--- src/rtl/alu_issue_ctrl_pkg.sv ---
// alu_issue_ctrl_pkg: shared ALU control codes, issue FSM state encoding and op classification helper.
package alu_issue_ctrl_pkg;

  localparam logic [3:0] CTRL_ALU_ADD  = 4'd0;
  localparam logic [3:0] CTRL_ALU_SUB  = 4'd1;
  localparam logic [3:0] CTRL_ALU_AND  = 4'd2;
  localparam logic [3:0] CTRL_ALU_OR   = 4'd3;
  localparam logic [3:0] CTRL_ALU_SHR  = 4'd4;
  localparam logic [3:0] CTRL_ALU_SHRA = 4'd5;
  localparam logic [3:0] CTRL_ALU_SHL  = 4'd6;
  localparam logic [3:0] CTRL_ALU_ROR  = 4'd7;
  localparam logic [3:0] CTRL_ALU_ROL  = 4'd8;
  localparam logic [3:0] CTRL_ALU_MUL  = 4'd9;
  localparam logic [3:0] CTRL_ALU_DIV  = 4'd10;
  localparam logic [3:0] CTRL_ALU_NEG  = 4'd11;
  localparam logic [3:0] CTRL_ALU_NOT  = 4'd12;

  typedef enum logic [1:0] {
    ISSUE_IDLE = 2'd0,
    ISSUE_EXEC = 2'd1,
    ISSUE_RESP = 2'd2
  } issue_state_e;

  function automatic logic alu_is_muldiv(input logic [3:0] op);
    return (op == CTRL_ALU_MUL) || (op == CTRL_ALU_DIV);
  endfunction

endpackage

--- src/rtl/alu_issue_ctrl_settle_timer.sv ---
// alu_settle_timer: loadable down-counter that saturates at zero; oZero flags the capture cycle.
//   iClk   clock, rising edge
//   nRst   asynchronous active-low reset
//   iLoad  load iVal into the counter (priority over decrement)
//   iVal   load value (settle cycles minus one)
//   oZero  counter is zero
module alu_settle_timer #(
  parameter int unsigned W = 3
) (
  input  logic         iClk,
  input  logic         nRst,
  input  logic         iLoad,
  input  logic [W-1:0] iVal,
  output logic         oZero
);
  logic [W-1:0] cnt_q, cnt_d;
  always_comb cnt_d = iLoad ? iVal : (cnt_q != '0 ? cnt_q - W'(1) : cnt_q);
  always_ff @(posedge iClk or negedge nRst)
    if (!nRst) cnt_q <= '0;
    else       cnt_q <= cnt_d;
  assign oZero = (cnt_q == '0);
endmodule

--- src/rtl/alu_issue_ctrl.sv ---
// alu_issue_ctrl: sequential issuer for the combinational ALU with op-dependent multicycle settle time.
//   Handshake in : iReq/oReady with iOp/iA/iB, iFlush aborts an in-flight op
//   Handshake out: oValid/iAck with oHi/oLo/oZero/oNeg held while valid
//   ALU side     : oAluA/oAluB/oAluCtrl registered drive, iAluHi/iAluLo/iAluZero/iAluNeg results
//   Flags        : oFlagZ/oFlagN sticky on capture when ALU_FLAGS_EN is defined, else tied to 0
module alu_issue_ctrl
  import alu_issue_ctrl_pkg::*;
#(
  parameter int unsigned SETTLE_FAST   = 1,
  parameter int unsigned SETTLE_MULDIV = 4
) (
  input  logic        iClk,
  input  logic        nRst,
  input  logic        iReq,
  input  logic [3:0]  iOp,
  input  logic [31:0] iA,
  input  logic [31:0] iB,
  output logic        oReady,
  input  logic        iFlush,
  output logic        oValid,
  input  logic        iAck,
  output logic [31:0] oHi,
  output logic [31:0] oLo,
  output logic        oZero,
  output logic        oNeg,
  output logic [31:0] oAluA,
  output logic [31:0] oAluB,
  output logic [3:0]  oAluCtrl,
  input  logic [31:0] iAluHi,
  input  logic [31:0] iAluLo,
  input  logic        iAluZero,
  input  logic        iAluNeg,
  output logic        oFlagZ,
  output logic        oFlagN
);
  localparam int unsigned W = $clog2(SETTLE_MULDIV + 1);

  issue_state_e state_q, state_d;
  logic [31:0]  a_q, b_q, hi_q, lo_q;
  logic [3:0]   ctrl_q;
  logic         zero_q, neg_q;
  logic         accept, capture, tmr_zero;
  logic [W-1:0] settle;

  // counter is loaded with S-1 so that it reads zero on the final settle cycle
  assign settle = alu_is_muldiv(iOp) ? W'(SETTLE_MULDIV - 1) : W'(SETTLE_FAST - 1);

  alu_settle_timer #(.W(W)) u_timer (
    .iClk (iClk),
    .nRst (nRst),
    .iLoad(accept),
    .iVal (settle),
    .oZero(tmr_zero)
  );

  // flush outranks both capture and ack
  always_comb begin
    state_d = state_q;
    accept  = 1'b0;
    capture = 1'b0;
    case (state_q)
      ISSUE_IDLE: if (iReq) begin
        accept  = 1'b1;
        state_d = ISSUE_EXEC;
      end
      ISSUE_EXEC: if (iFlush) state_d = ISSUE_IDLE;
                  else if (tmr_zero) begin
                    capture = 1'b1;
                    state_d = ISSUE_RESP;
                  end
      ISSUE_RESP: if (iFlush || iAck) state_d = ISSUE_IDLE;
      default:    state_d = ISSUE_IDLE;
    endcase
  end

  always_ff @(posedge iClk or negedge nRst)
    if (!nRst) state_q <= ISSUE_IDLE;
    else       state_q <= state_d;

  always_ff @(posedge iClk or negedge nRst)
    if (!nRst) begin
      a_q    <= '0;
      b_q    <= '0;
      ctrl_q <= '0;
      hi_q   <= '0;
      lo_q   <= '0;
      zero_q <= 1'b0;
      neg_q  <= 1'b0;
    end else begin
      if (accept) begin
        a_q    <= iA;
        b_q    <= iB;
        ctrl_q <= iOp;
      end
      if (capture) begin
        hi_q   <= iAluHi;
        lo_q   <= iAluLo;
        zero_q <= iAluZero;
        neg_q  <= iAluNeg;
      end
    end

`ifdef ALU_FLAGS_EN
  logic flag_z_q, flag_n_q;
  always_ff @(posedge iClk or negedge nRst)
    if (!nRst) begin
      flag_z_q <= 1'b0;
      flag_n_q <= 1'b0;
    end else if (capture) begin
      flag_z_q <= iAluZero;
      flag_n_q <= iAluNeg;
    end
  assign oFlagZ = flag_z_q;
  assign oFlagN = flag_n_q;
`else
  assign oFlagZ = 1'b0;
  assign oFlagN = 1'b0;
`endif

  assign oReady   = (state_q == ISSUE_IDLE);
  assign oValid   = (state_q == ISSUE_RESP);
  assign oAluA    = a_q;
  assign oAluB    = b_q;
  assign oAluCtrl = ctrl_q;
  assign oHi      = hi_q;
  assign oLo      = lo_q;
  assign oZero    = zero_q;
  assign oNeg     = neg_q;
endmodule

--- config.mk ---
export PLATFORM = sky130hd
export DESIGN_NAME = alu_issue_ctrl
export DESIGN_NICKNAME = d
export VERILOG_FILES = /design/src/rtl/alu_issue_ctrl_pkg.sv /design/src/rtl/alu_issue_ctrl_settle_timer.sv /design/src/rtl/alu_issue_ctrl.sv
export SDC_FILE = /design/constraint.sdc
export NUM_CORES = 1
export LEC_CHECK = 0
export ABC_CLOCK_PERIOD_IN_PS = 1700
export CAP_MARGIN = 25
export CORE_ASPECT_RATIO = 1.4
export CORE_MARGIN = 2
export CORE_UTILIZATION = 37
export CTS_BUF_LIST = sky130_fd_sc_hd__clkbuf_4
export DETAILED_ROUTE_END_ITERATION = 12
export PLACE_DENSITY = 0.81
export SYNTH_ARGS = -nofsm -noshare
export SYNTH_HDL_FRONTEND = slang
export SYNTH_SLANG_ARGS = --single-unit
--- constraint.sdc ---
create_clock -name iClk -period 1.7 [get_ports iClk]
set_clock_uncertainty 0.15 [all_clocks]
set_input_delay 0.17 -clock iClk [delete_from_list [all_inputs] [get_ports iClk]]
set_output_delay 0.17 -clock iClk [all_outputs]
set_load 0.02 [all_outputs]
==> Word level (Yosys, flattened, before mapping) <==
Index checks and enable logic that the tools add are counted.
{ "totals": {"out_inout_bits": 138, "register_bits": 139, "wordCells": 37, "inputBits": 139} }
{ "op_classes": {"n_addsub": 1, "mux": 13, "eq_ne": 7, "n_reduce_logical": 7} }
{ "ops": {"columns": ["op", "count"], "rows": [
  ["$mux 2", 5],
  ["$eq 4x4->1 const B", 2],
  ["$mux 3", 2],
  ["$pmux 2 s3", 1],
  ["$mux 1", 5],
  ["$logic_not 3->1", 1],
  ["$ne 3x3->1 const B", 1],
  ["$reduce_and 3->1", 1],
  ["$reduce_bool 3->1", 1],
  ["$sub 3x1->3 const B", 1],
  ["$eq 2x1->1 const B", 1],
  ["$eq 2x2->1 const B", 1],
  ["$logic_not 2->1", 1],
  ["$logic_or 1x1->1", 2],
  ["$ne 2x1->1 const B", 1],
  ["$ne 2x2->1 const B", 1],
  ["$reduce_bool 2->1", 1]
]} }

==> Logic depth before layout (Yosys ltp) <==
{ "depth": {"depth_word": 4, "ltp_mapped": 8, "ltp_nobuf": 6} }

==> Modules after synthesis <==
Synthesis repeated with hierarchy kept, for this count alone.
{ "hier_totals": {"hier_cells": 320, "area_unflattened_um2": 5499.0} }
{ "modules_own_cells": {"columns": ["mod", "cells_each", "seq_area_each_um2", "n_inst", "area_per_inst_um2"], "rows": [
  ["alu_issue_ctrl", 299, 3403.3, 1, 5298.8],
  ["alu_settle_timer", 21, 75.1, 1, 200.2]
]} }

==> Worst setup path after synthesis <==
OpenSTA, ideal clock, no wires.
{ "synth_timing": {"path_type": "register to register", "from": "register u_timer.cnt_q[0]", "to": "register hi_q[0], in the netlist oHi[0]", "required_ns": 1.425, "path_stages_with_launch": 9, "arrival_ns": 1.638, "n_path_buf": 3, "setup_ns": 0.125, "period_less_slack_ns": 1.913, "path_slack_ns": -0.213, "cell_sequence": "dfrtp_1 > inv_1 > ha_1 > ha_1 > buf_6 > and4bb_4 > buf_12 > buf_12 > mux2_4"} }
{ "synth_via": {"elab_chain_len": 4} }
{ "synth_lines": {"columns": ["element", "line", "source"], "rows": [
  ["start: declaration", "alu_issue_ctrl_settle_timer.sv:16", "logic [W-1:0] cnt_q, cnt_d;"],
  ["start signal: assignment", "alu_issue_ctrl_settle_timer.sv:20", "else cnt_q <= cnt_d;"],
  ["$logic_not 3->1", "alu_issue_ctrl_settle_timer.sv:21", "assign oZero = (cnt_q == '0);"],
  ["$mux 1", "alu_issue_ctrl.sv:67", "else if (tmr_zero) begin"],
  ["$mux 1", "alu_issue_ctrl.sv:66", "ISSUE_EXEC: if (iFlush) state_d = ISSUE_IDLE;"],
  ["$mux 1", "alu_issue_ctrl.sv:61", "case (state_q)"],
  ["end signal: assignment", "alu_issue_ctrl.sv:96", "hi_q <= iAluHi;"],
  ["end: declaration", "alu_issue_ctrl.sv:39", "logic [31:0] a_q, b_q, hi_q, lo_q;"]
]} }
No other way between the ends.
A chain may end at the register's enable or synchronous reset.

==> Worst setup path after layout <==
{ "layout_timing": {"from": "register u_timer.cnt_q[0]", "to": "register hi_q[19], in the netlist oHi[19]"} }
The elaborated chain is that of the path after synthesis.

==> run metrics <==
global-route wire length before repair=22.0 mm; Area Growth Syn to Fin=61.2%; Die H=149 um; commonest non-fill, non-tap cell in the layout=dfrtp_1; crit-path max cell delay=0.40 ns; I/O Buffers=274; CTS tree=built; share of layout cells above drive strength 1=32.0%; CTS Root Cell=clkbuf_4; WL final=14.6 mm; dpl hpwl=10.7 mm; Final nets=765; R2R cell count=8; TritonCTS Sinks=139; reg2reg start=u_timer.cnt_q[0]$_DFFE_PN0P_; Core Area=0.0145 sq mm; switch share=37.2%; antenna viol nets, final=0; GP Congestion=0.746; VDD IR max=0.00104 V; Tmin final=1.94 ns; most frequent cells in the layout=138 x dfrtp_1, 137 x clkdlybuf4s50_1, 134 x dlygate4sd2_1, 84 x mux2_2, 50 x mux2_4; Mapped Area=0.00553 sq mm; Initial Util=38.1%; Reg2Reg Setup Slack=-0.24 ns; worst min-delay path class=in -> reg; CP required=1.95 ns; yosys warns=0; Iteration-0 DRC Markers=85; chip width=107 um; clk buf depth=2; Comb pwr share=50.4%; Critical Path Fanout Max=5; violated checks=negative setup slack; Synth area leaders=dfrtp_1 63%, mux2_2 19%, mux2_4 11%; setup TNS=-15.49 ns; Lkg Pwr=4.07 nW; Tot Pwr=0.0165 W; Power Density=1850 mW/mm^2; drt pass-1 iters=2; Setup crit end kind=register; setup repair after global routing missed its margin=true; Setup crit start=u_timer.cnt_q[0]$_DFFE_PN0P_; post-route DRC violation count=0; Cell Count Post-Placement=781; WHS=0.0910 ns; Via density=4.64; final antenna diode count=0; max frequency=0.514 GHz; kind of critical path=reg -> reg; final hold violations=0; top-area cell type share of the netlist area=62.9%; GRT Util Overall=18.0%; Seq/Total Area, Yosys=62.9%; grt ovf=0; CTS Buf Count=17; post-synthesis cell count=317; CTS clk-pin slew, worst paths=0.11 ns; Die Footprint=0.0160 sq mm; routed len/inst=17.7 um; Yosys cell types=20; clock power share=14.2%; Finish-stage setup viols=131; crit path DAT=2.19 ns; Reg-to-Reg End=oHi[19]$_DFFE_PN0P_; htree depth=4; # rows=52; Reg power frac=35.4%; Ports=277; Final period util=114%; Net Switching=0.00612 W; routed via count=3821; fin util=61.4%; Clock Latency Late Sink=0.50 ns; Int Pwr=0.0104 W; number of max-cap violations=0; largest net degree at the start of global routing=46; antenna violations before repair=0; vias in the first global route=4201; Hold Crit Depth=2; Layout Cells excl Fill=824; syn_area_per_cell=17.4 sq um; Max Slew Vio Count=0; run status=finished with violations; final critical-path setup slack=-0.244 ns; #FFs+latches synth=139; cell taking the most area after synthesis=dfrtp_1; crit path cell chain=inv_2 > ha_4 > ha_4 > and4bb_4 > buf_12 > buf_12 > buf_16 > mux2_4; Critical Path Slowest Stage Cell=dfrtp_1; critical path launch point type=register; hold_sp=iFlush; Worst Hold End=state_q[1]$_DFFE_PN0P_
==> logic make-up (layout without fill, tap and decap cells) <==
kind of cell / Yosys count / after routing / synth area share (%)
DFF: 139 / 139 / 62.9
muxes: 135 / 135 / 30.2
buffers and inverters: 21 / 338 / 4.25
and+or+nand+nor: 12 / 12 / 1.36
AOI/OAI and AO/OA: 5 / 5 / 0.453
adders and majority gates: 2 / 2 / 0.453
xor gates and xnor gates: 2 / 2 / 0.317
other: 1 / 2 / 0.0678
==> layout make-up <==
type                    instances  area, sq um
inverters                       3         11.3
clock inverters                12          175
fillers                      1147         5590
repair buffers                305         2990
multi-input cells             158         1890
clock buffers                  18          135
well taps                     189          236
flip-flops and latches        139         3480
==> synth_stat cells <==
library cell / n
a21oi_1: 3
nand2b_1: 1
and4bb_4: 1
nor2b_1: 1
nand4b_1: 1
o21ai_0: 2
buf_6: 7
ha_1: 2
nand3b_1: 1
mux2i_1: 1
conb_1: 1
nor2_1: 6
mux2_2: 94
xor2_1: 2
buf_4: 6
nor3b_1: 1
dfrtp_1: 139
inv_1: 3
buf_12: 5
mux2_4: 40
==> worst max-delay path: cells and delay by family, from the launching register on <==
| kind | cells | cell delay, ns |
|---|---|---|
| buffers and inverters | 4 | 0.43 |
| adder cells (fa/ha/maj) | 2 | 0.27 |
| AND/OR/NAND/NOR | 1 | 0.29 |
| multiplexers | 1 | 0.30 |
| flip-flops | 1 | 0.40 |
==> power by group through the flow <==
stage | Clock [W] | Sequential (W) | Combinational [W]
floorplan | 0 | 0.00788 | 0.00281
global placement | 0 | 0.00587 | 0.00894
detailed placement | 0 | 0.00598 | 0.00910
CTS | 0.00242 | 0.00584 | 0.00823
global route | 0.00256 | 0.00605 | 0.00876
finish | 0.00234 | 0.00583 | 0.00830
==> sequential cells by signal, indices dropped and copies added, names as in the netlist <==
register,flops
oAluCtrl,4
state_q,2
oZero,1
oLo,32
oNeg,1
oHi,32
oAluA,32
u_timer.cnt_q,3
oAluB,32
==> worst max path at each step <==
| stage | cells past startpoint | end |
|---|---|---|
| floorplan | 8 | oHi[0]$_DFFE_PN0P_ |
| global placement | 6 | oLo[31]$_DFFE_PN0P_ |
| detailed placement | 6 | oLo[21]$_DFFE_PN0P_ |
| CTS | 8 | oHi[19]$_DFFE_PN0P_ |
| global route | 8 | oHi[10]$_DFFE_PN0P_ |
| finish | 8 | oHi[19]$_DFFE_PN0P_ |
==> per-layer routing <==
metal | vias up | global-route usage, % | wire (um)
met3 | 31 | 5.83 | 1170
met4 | 0 | 8.25 | 443
met2 | 185 | 32.3 | 7650
li1 | 1722 | - | -
met1 | 1883 | 19.1 | 5310
met5 | - | 0 | 0
==> stage by stage <==
| stage | cell area (sq um) | setup slack, ns |
|---|---|---|
| final | 8910 | -0.244 |
| after global routing | 8910 | -0.297 |
| after CTS | 8820 | -0.285 |
| after detailed placement | 8490 | -0.270 |
| after global placement | 8490 | -0.186 |
| after floorplan | 5530 | -0.213 |
==> repair_timing <==
action / in CTS / in global routing
endpoints found under the hold margin: 139 / 0
gates cloned: 3 / 1
hold buffers: 2 / 0
pin swaps: 0 / 1
setup endpoints to repair: 209 / 138
setup buffers: 5 / 2
resized for setup: 153 / 12
(Power assumes the default switching activity.)
